`src/rtl/branch_resolver_pkg.sv`:
```
// Shared types and constants for the per-thread branch resolver.
// Entry layout changes when BRANCH_RESOLVER_ANNUL_EN is defined (annul bit stored).
package branch_resolver_pkg;

  localparam int PC_WIDTH           = 10;
  localparam int THREAD_COUNT       = 8;
  localparam int THREAD_COUNT_WIDTH = 3;
  localparam int FLAG_COUNT         = 4;
  localparam int FLAG_SEL_WIDTH     = 2;
  localparam int COUNT_WIDTH        = 8;
  localparam int STAGE_COUNT        = 2;

  typedef struct packed {
    logic                      enable;
    logic                      negate;
    logic                      use_count;
`ifdef BRANCH_RESOLVER_ANNUL_EN
    logic                      annul;
`endif
    logic [FLAG_SEL_WIDTH-1:0] flag_sel;
    logic [PC_WIDTH-1:0]       origin;
    logic [PC_WIDTH-1:0]       destination;
    logic [COUNT_WIDTH-1:0]    count;
  } branch_entry_t;

  localparam branch_entry_t BRANCH_ENTRY_RESET = '0;

  // A flag index past the top flag shifts the mask out to zero, so it reads as 0.
  function automatic logic entry_cond(
    input logic                      use_count,
    input logic                      negate,
    input logic [FLAG_SEL_WIDTH-1:0] flag_sel,
    input logic [COUNT_WIDTH-1:0]    count,
    input logic [FLAG_COUNT-1:0]     flags
  );
    logic [FLAG_COUNT-1:0] mask;
    mask = FLAG_COUNT'(1) << flag_sel;
    if (use_count) return (count != '0);
    return (|(flags & mask)) ^ negate;
  endfunction

endpackage

```
`src/rtl/rr_thread_counter.sv`:
```
// Free-running round-robin thread index, 0 .. COUNT-1, restarting at INIT on reset.
module rr_thread_counter #(
  parameter int               COUNT = 8,
  parameter int               WIDTH = 3,
  parameter logic [WIDTH-1:0] INIT  = '0
) (
  input  logic             clock,
  input  logic             reset,
  output logic [WIDTH-1:0] thread
);

  always_ff @(posedge clock) begin
    if (reset) begin
      thread <= INIT;
    end else if (thread == WIDTH'(COUNT - 1)) begin
      thread <= '0;
    end else begin
      thread <= thread + WIDTH'(1);
    end
  end

endmodule

```
`src/rtl/branch_resolver.sv`:
```
// Round-robin per-thread branch evaluator feeding jump/destination/cancel to the PC controller.
// Optional feature macro: BRANCH_RESOLVER_ANNUL_EN (per-entry annul bit driving cancel).
module branch_resolver
  import branch_resolver_pkg::*;
#(
  parameter int PC_WIDTH           = branch_resolver_pkg::PC_WIDTH,
  parameter int THREAD_COUNT       = branch_resolver_pkg::THREAD_COUNT,
  parameter int THREAD_COUNT_WIDTH = branch_resolver_pkg::THREAD_COUNT_WIDTH,
  parameter int FLAG_COUNT         = branch_resolver_pkg::FLAG_COUNT,
  parameter int FLAG_SEL_WIDTH     = branch_resolver_pkg::FLAG_SEL_WIDTH,
  parameter int COUNT_WIDTH        = branch_resolver_pkg::COUNT_WIDTH
) (
  input  logic                          clock,
  input  logic                          reset,
  input  logic [PC_WIDTH-1:0]           pc,
  input  logic                          IO_ready,
  input  logic [FLAG_COUNT-1:0]         flags,
  input  logic                          cfg_wren,
  input  logic [THREAD_COUNT_WIDTH-1:0] cfg_thread,
  input  logic                          cfg_enable,
  input  logic                          cfg_negate,
  input  logic                          cfg_use_count,
  input  logic                          cfg_annul,
  input  logic [FLAG_SEL_WIDTH-1:0]     cfg_flag_sel,
  input  logic [PC_WIDTH-1:0]           cfg_origin,
  input  logic [PC_WIDTH-1:0]           cfg_destination,
  input  logic [COUNT_WIDTH-1:0]        cfg_count,
  output logic                          jump,
  output logic [PC_WIDTH-1:0]           jump_destination,
  output logic                          cancel,
  output logic [THREAD_COUNT_WIDTH-1:0] out_thread
);

  logic [THREAD_COUNT_WIDTH-1:0] rd_thread;
  logic [THREAD_COUNT_WIDTH-1:0] wb_thread;

  rr_thread_counter #(
    .COUNT (THREAD_COUNT),
    .WIDTH (THREAD_COUNT_WIDTH),
    .INIT  ('0)
  ) u_rd_counter (
    .clock  (clock),
    .reset  (reset),
    .thread (rd_thread)
  );

  // Trails the read thread by the pipeline depth so it names the thread being written back.
  rr_thread_counter #(
    .COUNT (THREAD_COUNT),
    .WIDTH (THREAD_COUNT_WIDTH),
    .INIT  (THREAD_COUNT_WIDTH'(THREAD_COUNT - STAGE_COUNT))
  ) u_wb_counter (
    .clock  (clock),
    .reset  (reset),
    .thread (wb_thread)
  );

  branch_entry_t entries [THREAD_COUNT];
  branch_entry_t rd_entry;
  branch_entry_t cfg_entry;

  assign rd_entry = entries[rd_thread];

  always_comb begin
    cfg_entry             = BRANCH_ENTRY_RESET;
    cfg_entry.enable      = cfg_enable;
    cfg_entry.negate      = cfg_negate;
    cfg_entry.use_count   = cfg_use_count;
    cfg_entry.flag_sel    = cfg_flag_sel;
    cfg_entry.origin      = cfg_origin;
    cfg_entry.destination = cfg_destination;
    cfg_entry.count       = cfg_count;
`ifdef BRANCH_RESOLVER_ANNUL_EN
    cfg_entry.annul       = cfg_annul;
`endif
  end

  logic cfg_hit_rd;
  logic cfg_hit_s1;

  // Stage 1: entry fields, match and condition for the thread just read.
  logic                          s1_match;
  logic                          s1_cond;
  logic                          s1_ready;
  logic                          s1_keep;
  logic                          s1_use_count;
  logic [PC_WIDTH-1:0]           s1_destination;
  logic [COUNT_WIDTH-1:0]        s1_count;
  logic [THREAD_COUNT_WIDTH-1:0] s1_thread;

  // Stage 2 bookkeeping for the counter write-back.
  logic                          s2_dec;
  logic [COUNT_WIDTH-1:0]        s2_count;
  logic                          taken;

  // A config write that lands after the read replaces the entry, so the in-flight decrement is dropped.
  assign cfg_hit_rd = cfg_wren && (cfg_thread == rd_thread);
  assign cfg_hit_s1 = cfg_wren && (cfg_thread == s1_thread);
  assign taken      = s1_match & s1_cond & s1_ready;

  always_ff @(posedge clock) begin
    if (reset) begin
      for (int i = 0; i < THREAD_COUNT; i++) begin
        entries[i] <= BRANCH_ENTRY_RESET;
      end
    end else begin
      if (s2_dec) begin
        entries[wb_thread].count <= s2_count;
      end
      if (cfg_wren) begin
        entries[cfg_thread] <= cfg_entry;
      end
    end
  end

  always_ff @(posedge clock) begin
    if (reset) begin
      s1_match       <= 1'b0;
      s1_cond        <= 1'b0;
      s1_ready       <= 1'b0;
      s1_keep        <= 1'b0;
      s1_use_count   <= 1'b0;
      s1_destination <= '0;
      s1_count       <= '0;
      s1_thread      <= '0;
    end else begin
      s1_match       <= rd_entry.enable && (pc == rd_entry.origin);
      s1_cond        <= entry_cond(rd_entry.use_count, rd_entry.negate, rd_entry.flag_sel,
                                   rd_entry.count, flags);
      s1_ready       <= IO_ready;
      s1_keep        <= !cfg_hit_rd;
      s1_use_count   <= rd_entry.use_count;
      s1_destination <= rd_entry.destination;
      s1_count       <= rd_entry.count;
      s1_thread      <= rd_thread;
    end
  end

  always_ff @(posedge clock) begin
    if (reset) begin
      jump             <= 1'b0;
      jump_destination <= '0;
      out_thread       <= '0;
      s2_dec           <= 1'b0;
      s2_count         <= '0;
    end else begin
      jump             <= taken;
      jump_destination <= taken ? s1_destination : '0;
      out_thread       <= s1_thread;
      s2_dec           <= taken && s1_use_count && s1_keep && !cfg_hit_s1;
      s2_count         <= s1_count - COUNT_WIDTH'(1);
    end
  end

`ifdef BRANCH_RESOLVER_ANNUL_EN
  logic s1_annul;

  always_ff @(posedge clock) begin
    if (reset) begin
      s1_annul <= 1'b0;
      cancel   <= 1'b0;
    end else begin
      s1_annul <= rd_entry.annul;
      cancel   <= taken & s1_annul;
    end
  end
`else
  logic unused_cfg_annul;

  assign unused_cfg_annul = cfg_annul;
  assign cancel           = 1'b0;
`endif

endmodule

```
`config.mk`:
```
export PLATFORM = sky130hd
export DESIGN_NAME = branch_resolver
export DESIGN_NICKNAME = d
export VERILOG_FILES = /design/src/rtl/branch_resolver_pkg.sv /design/src/rtl/rr_thread_counter.sv /design/src/rtl/branch_resolver.sv
export SDC_FILE = /design/constraint.sdc
export NUM_CORES = 1
export LEC_CHECK = 0
export ABC_AREA = 1
export CORE_MARGIN = 3
export CORE_UTILIZATION = 40
export DETAILED_ROUTE_END_ITERATION = 10
export RECOVER_POWER = 50
export SLEW_MARGIN = 20
export SYNTH_ARGS = -nofsm -noshare
export SYNTH_HDL_FRONTEND = slang
export SYNTH_SLANG_ARGS = --single-unit
```
`constraint.sdc`:
```
create_clock -name clock -period 2.3 [get_ports clock]
set_clock_uncertainty 0.2 [all_clocks]
set_input_delay 0.46 -clock clock [delete_from_list [all_inputs] [get_ports clock]]
set_output_delay 0.46 -clock clock [all_outputs]
set_load 0.005 [all_outputs]
```
==> impl_results.md, run 1 <==
* Hold violation count in the final report at 0
* Global-route layer with the greatest usage: met2
* DRC Markers at 0
* Met3 usage at 3.09%
* Antenna diodes at 0
* P_leak at 6.56 nW
* R2r endpoint: s1_cond
* Worst ir drop on vdd at 438 uV
* WL final at 38.1 mm
* Cts bufs inserted at 36
* Antenna Nets Post-Route at 0
* Via density at around 5.2
* Pwr Total at between 0.01 and 0.015 W
* Synth area leaders: edfxtp_1, nor2_1, dfxtp_1
* GP Congestion at approximately 0.86
* Final Max Slew Viols at 0
* Rows at 67
* Power density of the placed cells at 827 mW/mm^2
* Cells after synthesis at 1,455
* Die area at 0.0373 mm^2
* GR Overflow Total at 0
* 1st-pass router iterations at 5
* Synth top area share at a little under three fifths
* Sw Pwr at 0.00342 W
* Minimum clock period at between 2000 and 2500 ps
* Initial Utilization at 41.1%
* Die Height at 193 um
* R2r startpoint: u_rd_counter.thread[0]
* Critical path buffers and inverters at 4
* Worst-path fanout max at 15
* Unique masters post-synth at 28
* Final TNS setup at 0 ps
* CTS tree: yes
* H-tree levels at 2
* Worst Path Class, Setup: register to register
* DR vias at 10,600
* Detailed Route Iter0 Violations at 905
* Max-slew headroom at about 54%
* Required @ worst endpoint at between 2000 and 2500 ps
* # IOs at 70
* Clock transition at path regs at around 60 ps
* Final setup viols at 0
* CP Capture Type: register
* Vias in the first global route at 10,500
* Post-synthesis sequential area ratio at 64.5%
* Int Pwr at 0.0103 W
* Worst-path cell chain: clkbuf_1, clkbuf_16, nor2_1, nor2_1, o21ai_0, o21ai_0, nand2_1, nand2_1, nor2_1, nand3_1, nand2_1, inv_1, nand2_1, inv_1
* Crit path max-delay cell type: dfxtp_4
* Fmax at 0.458 GHz
* Die width at 193 um
* Multi-input gate area at roughly 0.0041 mm^2
* Sink Count at 319
* Number of synthesized register bits at 319
* Hold WS at a little over 200 ps
* Filler cell count at about 3,300
* Hold Startpoint: s1_destination[7]
* Share of cells above drive strength 1 at under 10%
* Post-Syn Nets at 1,515
* Hold EP: jump_destination[7]
* Clk root buf: clkbuf_16
* Worst R2R Setup Slack at 120 ps
* Switching share of total power at between 20% and 30%
* Comb pwr share at 12.3%
* Placed Area at 0.0156 mm^2
* DP HPWL at roughly 24 mm
* Global Route met1 Usage at 28.0%
* Crit path max-delay family: simple AND/OR/NAND/NOR gates
* Cell mode on critical path: nand2_1
* Storage cell area at ~0.009 mm^2
* Critical path's largest stage delay at 400 ps
* M2 GR Usage at about a third
* Initial antenna violation count at 1
* Reg power frac at between 40 and 50%
* Final worst path period share at between 90% and 100%
* Worst-Skew Late Latency at 510 ps
* Max-Cap Viols at 0
* Outcome: finished, final reports clean
* Port Buffers at 67
* CTS max path bufs at 3
* Final Cell Area at 0.0166 mm^2
* WP data arrival at 2380 ps
* Gr usage total at 20.5%
* Crit start category: register
* Area Overhead vs Synth at 18.8%
* Worst hold stages at 2
* DR WL/cell at around 19 um
* Pin count of the biggest net entering global routing at 60
* Synth Cell Area at between 0.01 and 0.015 mm^2
* Syn. warnings at 0
* First-pass GRT wire length at ~60 mm
* Worst reg-to-reg path cell count at 14
* Nets at about 1,600
* Biggest area consumer among synthesized cells: edfxtp_1
* Clock share of power at 38.5%
* Worst slew pin tran at around 680 ps
* Area of the core at 0.0340 mm^2
* Final Util at between 40 and 50%
* Hold/Removal Path Class: register to register
* Syn avg cell area at 9.62 um^2
* # hold bufs at CTS at 0
## registers in the layout, indices dropped and copies added (netlist names), 3 cells and up
register,flops
jump_destination,10
s1_count,8
s2_count,8
out_thread,3
u_wb_counter.thread,3
s1_thread,3
s1_destination,10
entries,264
u_rd_counter.thread,3
## synthesized netlist by cell type
master / count
xor2_1: 3
buf_4: 4
inv_2: 1
inv_4: 1
dfxtp_1: 55
o22ai_1: 87
nand3b_1: 4
clkinv_1: 1
a41oi_1: 2
a21oi_1: 9
buf_1: 6
ha_1: 5
o211ai_1: 5
buf_2: 20
edfxtp_1: 264
xnor2_1: 3
nand4_1: 1
nor2_1: 429
nand2_1: 190
o21ai_0: 100
clkbuf_1: 46
inv_1: 115
o21ai_1: 16
or2_2: 12
nand3_1: 66
conb_1: 1
buf_6: 8
nor3_1: 1
## layout make-up
cell class | count | area share, %
inverter | 118 | 2.71
sequential | 319 | 54.3
tap | 448 | 3.37
multi-input combinational | 934 | 24.7
clock buffer | 51 | 6.25
timing repair buffer | 145 | 8.39
clock inverter | 10 | 0.271
## how the worst max path moves through the flow
stage                     slack (ps)  cells after the start              startpoint       endpoint
after detailed placement        -230                      8                   reset  entries[3][7]
final                            120                     14  u_rd_counter.thread[0]        s1_cond
after CTS                         60                     14  u_rd_counter.thread[0]        s1_cond
after global routing             -20                     14  u_rd_counter.thread[0]        s1_cond
after floorplan                 -150                      5           cfg_thread[2]  entries[0][0]
after global placement          -210                      8                   reset  entries[3][2]
## power by group through the flow
stage | Clock, W | Sequential [W] | Combinational, W
3_3_place_gp | 0 | 0.00688 | 0.00166
6_report | 0.00530 | 0.00677 | 0.00169
4_1_cts | 0.00540 | 0.00677 | 0.00169
3_5_place_dp | 0 | 0.00689 | 0.00168
5_1_grt | 0.00563 | 0.00681 | 0.00189
2_1_floorplan | 0 | 0.00685 | 0.00104
## stage by stage
step,instances,setup WS [ps]
6_report,2025,117
5_1_grt,2025,-21.4
4_1_cts,2020,60.5
3_5_place_dp,1959,-234
3_3_place_gp,1959,-205
2_1_floorplan,1455,-154
## repair_timing
item,in CTS,in global routing
endpoints found under the setup margin,0,2
buffers inserted,0,3
gates resized for setup,0,6
## worst min-delay path, stage by stage (launching register included)
cell     delay (ps)
dfxtp_1         290
inv_1            40
nor2_1           30
## kinds of logic after synthesis
logic type	Yosys count	synth area share, %
compound gates	219	8.75
flops	319	64.5
simple gates	703	19.8
buf+inv	202	6.15
fa+ha+maj	5	0.447
xor+xnor	6	0.375
other cells	1	0.0268
## cell usage in the layout (no fill, tap or decap), types with 5 or more instances in the layout
cell               n
nor2_1           429
edfxtp_1         264
nand2_1          190
inv_1            114
o21ai_0           99
o22ai_1           87
nand3_1           66
clkdlybuf4s50_1   66
dfxtp_1           53
clkbuf_16         40
buf_4             34
clkbuf_1          19
o21ai_1           17
clkbuf_2          13
or2_2             12
buf_12            12
a21oi_1            9
clkinv_1           7
o211ai_1           5
ha_1               5
## routing by layer
metal	part of all wire (%)	vias up
met5	0.052	-
met4	2.3	2
met3	7.4	68
met2	48	374
met1	43	5047
li1	-	5072
Note: power is estimated with default switching activity, not from simulation.
==> run 2, diff against run 1 <==
Settings changed: CTS_BUF_LIST set to sky130_fd_sc_hd__clkbuf_4 sky130_fd_sc_hd__clkbuf_8, RECOVER_POWER 50 to not set.
==> impl_results.md, run 2 (synthesized netlist as in run 1, its figures left out) <==
* Area of the core at roughly 0.034 mm^2
* Nets at 1,632
* Final worst path period share at 94.5%
* Crit start category: register
* Die width at ~190 um
* Antenna Nets Post-Route at 0
* Final setup viols at 0
* CP Capture Type: register
* Worst-Skew Late Latency at 590 ps
* Initial antenna violation count at 2
* DR WL/cell at about 19 um
* DR vias at 10,800
* Initial Utilization at 41.1%
* CTS max path bufs at 3
* Worst-path fanout max at 29
* Area Overhead vs Synth at 20.3%
* GP Congestion at approximately 0.86
* Most frequent cells in the layout: nor2_1, edfxtp_1, nand2_1
* Max-Cap Viols at 0
* Die Height at 193 um
* Filler cell count at 3,297
* Biggest regs: entries: 264 flops, jump_destination: 10 flops, s1_destination: 10 flops
* P_leak at around 6.7 nW
* Minimum clock period at roughly 2200 ps
* Final TNS setup at 0 ps
* Biggest register: entries
* Die area at about 0.037 mm^2
* Gr usage total at 20.7%
* GR Overflow Total at 0
* Rows at 67
* Port Buffers at 67
* Leading cell type in the layout, fill and taps excluded: nor2_1
* CTS tree: yes
* Worst ir drop on vdd at between 500 and 600 uV
* First-pass GRT wire length at roughly 59 mm
* 1st-pass router iterations at 6
* Detailed Route Iter0 Violations at between 900 and 1,000
* Final Max Slew Viols at 0
* Worst Path Class, Setup: register to register
* Power density of the placed cells at approximately 820 mW/mm^2
* WP data arrival at between 2000 and 2500 ps
* Antenna diodes at 0
* Pwr Total at 0.0138 W
* Via density at 5.22
* # hold bufs at CTS at 0
* Sink Count at 319
* Vias in the first global route at 10,600
* Cts bufs inserted at 55
* Clock transition at path regs at ~60 ps
* Required @ worst endpoint at 2570 ps
* Hold/Removal Path Class: register to register
* DP HPWL at 24.5 mm
* Outcome: finished, final reports clean
* Pin count of the biggest net entering global routing at 60
* Setup repair after global routing missed its margin: no
* Fmax at around 0.46 GHz
* Clk root buf: clkbuf_8
* Share of cells above drive strength 1 at 11.9%
* WL final at between 30 and 40 mm
* DRC Markers at 0
* # IOs at 70
* Max reg flops at ~260
* H-tree levels at 2
* Hold violation count in the final report at 0
==> run 2: cell types whose count changed in the layout (fill, tap and decap cells not counted), moves of 4 or more <==
cell,change
buf_12,+4
buf_4,+22
clkbuf_1,-19
clkbuf_16,-38
clkbuf_2,-13
clkbuf_4,+9
clkbuf_8,+66
clkinv_2,+8
==> run 2: critical path, cell delays in order, from the launching register on <==
cell and delay (ps):
dfxtp_4 400, buf_4 170, clkbuf_16 210, nor2_1 120, nor2_1 50, o21ai_0 70
o21ai_0 120, nand2_1 150, nand2_1 70, nor2_1 150, nand3_1 130, nand2_1 80
inv_1 40, nand2_1 60, inv_1 40
==> run 2: cell type report <==
type | count | area (um^2) | share of cell area, %
Sequential cell | 319 | 9030 | 53.6
Multi-Input combinational cell | 934 | 4130 | 24.5
Timing Repair Buffer | 144 | 1510 | 8.97
Clock buffer | 82 | 1050 | 6.26
Tap cell | 448 | 561 | 3.33
Inverter | 118 | 450 | 2.67
Clock inverter | 21 | 97.6 | 0.579
==> run 2: metal layers <==
metal	vias to the layer above	GRT usage [%]	routed length [um]
met1	5164	28.3	16400
met3	81	3.45	3080
met4	2	6.15	882
li1	5118	-	-
met5	-	0	20
met2	412	34.2	18100
==> run 2: per-stage QoR <==
step,hold WS [ps],cells,util [%],cell area [um^2],setup slack (ps)
floorplan,193,1455,-,14000,-154
global route,198,2066,49.5,16800,11.7
finish,207,2066,49.5,16800,128
CTS,183,2062,49.2,16800,56.0
detailed placement,201,1959,45.8,15600,-234
global placement,201,1959,45.8,15600,-205
==> run 2: repair_timing <==
action	in CTS	in global routing
gates resized for setup	0	7
buffers inserted	0	2
setup endpoints to repair	0	2
==> run 2: power breakdown <==
part	switching, W	leakage [nW]	internal, W
Clock	0.00235	0.620	0.00293
Combinational	0.00113	3.11	0.000592
Sequential	0.000128	2.98	0.00664
Total	0.00360	6.71	0.0102
==> run 2: worst paths after layout <==
check | cells past startpoint | endpoint | slack, ps | from
worst min-delay path | 2 | jump_destination[7] | 210 | s1_destination[7]
worst max register to register | 14 | s1_cond | 130 | u_rd_counter.thread[0]
worst min register to register | 2 | jump_destination[7] | 210 | s1_destination[7]
worst max-delay path | 14 | s1_cond | 130 | u_rd_counter.thread[0]
==> run 3, diff against run 2 <==
--- a/config.mk
+++ b/config.mk
@@ -11,6 +11,8 @@
 export CTS_BUF_LIST = sky130_fd_sc_hd__clkbuf_4 sky130_fd_sc_hd__clkbuf_8
 export DETAILED_ROUTE_END_ITERATION = 10
+export SKIP_CTS_REPAIR_TIMING = 1
 export SLEW_MARGIN = 20
 export SYNTH_ARGS = -nofsm -noshare
 export SYNTH_HDL_FRONTEND = slang
+export SYNTH_HIERARCHICAL = 1
 export SYNTH_SLANG_ARGS = --single-unit
--- a/constraint.sdc
+++ b/constraint.sdc
@@ -3,3 +3,3 @@
 set_input_delay 0.46 -clock clock [delete_from_list [all_inputs] [get_ports clock]]
 set_output_delay 0.46 -clock clock [all_outputs]
-set_load 0.005 [all_outputs]
+set_load 0.1 [all_outputs]
==> impl_results.md, run 3 <==
* GP Congestion at just over 0.8
* DR vias at 10,700
* DP HPWL at 23.4 mm
* Detailed Route Iter0 Violations at 982
* Syn avg cell area at 9.61 um^2
* Synth Area in Compound Gates at 8.71%
* Antenna diodes at 0
* Max-Cap Viols at 0
* GR Overflow Total at 0
* Initial Utilization at 41.2%
* DRC Markers at 0
* Leading cell type in the layout, fill and taps excluded: nor2_1
* Max reg flops at 264
* Port Buffers at 67
* Clock transition at path regs at 60 ps
* Top post-synthesis cells by count: nor2_1, edfxtp_1, nand2_1, inv_1, o21ai_0
* # IOs at 70
* Simple-gate share of the synthesized area at 19.7%
* Number of synthesized register bits at 319
* CTS tree: yes
* Vias in the first global route at 10,700
* Final Max Slew Viols at 0
* Via density at approximately 5.2
* Hold violation count in the final report at 0
* Most frequent cells in the layout: nor2_1, edfxtp_1, nand2_1
* Required @ worst endpoint at 2590 ps
* Final worst path period share at 92.7%
* Gr usage total at 20.2%
* Synth Cell Area at 0.0140 mm^2
* Minimum clock period at 2130 ps
* Die Height at 193 um
* Cts bufs inserted at 52
* Pin count of the biggest net entering global routing at 66
* Cell Count Post-Placement at between 1,500 and 2,000
* Fmax at 0.469 GHz
* Adder-Cell Fraction of Synth Area at 0.446%
* H-tree levels at 2
* Unique masters post-synth at 33
* 1st-pass router iterations at 5
* Die area at 0.0374 mm^2
* Hold/Removal Path Class: register to register
* Worst R2R Setup Slack at about 170 ps
* Filler cell count at 3,254
* Power density of the placed cells at 813 mW/mm^2
* Syn. warnings at 6
* Area Overhead vs Synth at 18.4%
* Biggest area consumer among synthesized cells: edfxtp_1
* Worst Setup EP: s1_match
* Initial antenna violation count at 0
* Area of the core at 0.0340 mm^2
* Share of cells above drive strength 1 at between 10% and 20%
* Synth area leaders: edfxtp_1, nor2_1, dfxtp_1
* Biggest register: entries
* Synth top area share at 56.5%
* Post-synth EDFFs at 264
* Post-Syn Nets at around 1,500
* Sink Count at 319
* Clk root buf: clkbuf_8
* CTS max path bufs at 3
* WL final at between 30 and 40 mm
* Most frequent cell after synthesis: nor2_1
* Crit start category: register
* First-pass GRT wire length at 59.4 mm
* Worst reg-to-reg path cell count at 12
* Final non-filler cell total at 2,056
* Biggest regs: entries: 264 flops, jump_destination: 10 flops, s1_destination: 10 flops
* R2r startpoint: u_rd_counter/thread[0]
* Rows at 67
* R2r endpoint: s1_match
* Post-synthesis mux area share at 0%
* WP data arrival at roughly 2400 ps
* Antenna Nets Post-Route at 0
* Setup repair after global routing missed its margin: no
* Largest family of logic cells by synthesized area: simple AND/OR/NAND/NOR gates
* Post-synthesis sequential area ratio at 64.3%
* Worst-path fanout max at 41
* Final setup viols at 0
* XOR/XNOR Fraction of Synth Area at 0.499%
* Die width at 193 um
* Main synth FF type: edfxtp_1
* CP startpoint: u_rd_counter/thread[0]
* Final Util at around half
* Outcome: finished, final reports clean
* DR WL/cell at 18.5 um
* Worst ir drop on vdd at between 400 and 500 uV
* CP Capture Type: register
* Nets at 1,626
* Pwr Total at 0.0135 W
* Worst Path Class, Setup: register to register
* Worst-Skew Late Latency at 600 ps
* Ys async rst share at 0%
* P_leak at around 6.6 nW
* Cells after synthesis at 1,461
==> run 3: changes by cell type in the layout (fill, tap and decap cells not counted), sizes merged, moves of 4 or more <==
cell,previous run,this run
xor2,3,7
clkinv,22,11
nor2,429,434
buf,75,81
clkdlybuf4s50,67,53
inv,117,124
==> run 3: worst min path at each step <==
stage / depth (start not counted) / start / slack, ps / end
after floorplan: 1 / s1_count[0] / 190 / s2_count[0]
final: 2 / s1_destination[3] / 210 / jump_destination[3]
after global routing: 3 / IO_ready / 220 / s1_ready
after CTS: 3 / IO_ready / 170 / s1_ready
after global placement: 1 / s1_count[0] / 200 / s2_count[0]
after detailed placement: 2 / s1_destination[4] / 200 / jump_destination[4]
==> run 3: power breakdown <==
group	switching, W	leakage, nW	internal, W	total (W)
clock	0.00225	0.568	0.00279	0.00504
sequential	0.000131	2.98	0.00664	0.00678
combinational	0.00113	3.10	0.000576	0.00170
total	0.00351	6.65	0.0100	0.0135
==> run 3: stage by stage <==
| step | setup WS (ps) | TNS (ps) | instance area [um^2] | hold WS (ps) |
|---|---|---|---|---|
| 2_1_floorplan | -229 | -13920 | 14000 | 186 |
| 3_3_place_gp | -280 | -60010 | 15600 | 199 |
| 3_5_place_dp | -302 | -67160 | 15600 | 201 |
| 4_1_cts | 0.338 | 0 | 16600 | 174 |
| 5_1_grt | 1.14 | 0 | 16600 | 216 |
| 6_report | 169 | 0 | 16600 | 209 |
==> run 3: per-layer routing <==
metal | vias up | routed length [um] | track usage (%)
met5 | - | 0 | 0
met4 | 0 | 1030 | 6.94
met3 | 88 | 2590 | 3.62
met2 | 402 | 17900 | 32.8
met1 | 5114 | 16500 | 27.4
li1 | 5094 | - | -
==> run 3: cell families after synthesis <==
logic type	after synthesis
AND/OR/NAND/NOR	703
flip-flops	319
AO/OA/AOI/OAI	218
buffers and inverters	207
XOR/XNOR	8
adder cells (fa/ha/maj)	5
other	1
==> run 3: critical path, cell delays in order (launching register included) <==
cell and delay, ps:
dfxtp_4 380, inv_6 290, buf_6 270, o21ai_0 100, o21ai_1 150, nand2_1 70, nand2_1 90, nand2_1 50
inv_1 50, nand2_1 80, nor2_1 90, nand2_1 50, nor2_1 160
==> run 3: layout make-up <==
cell class | count | area [um^2] | share of cell area (%)
inverters | 124 | 470 | 2.83
clock inverters | 13 | 87.6 | 0.527
clock buffers | 83 | 973 | 5.86
repair buffers | 134 | 1360 | 8.17
well taps | 448 | 561 | 3.37
multi-input cells | 935 | 4140 | 24.9
flip-flops and latches | 319 | 9030 | 54.3
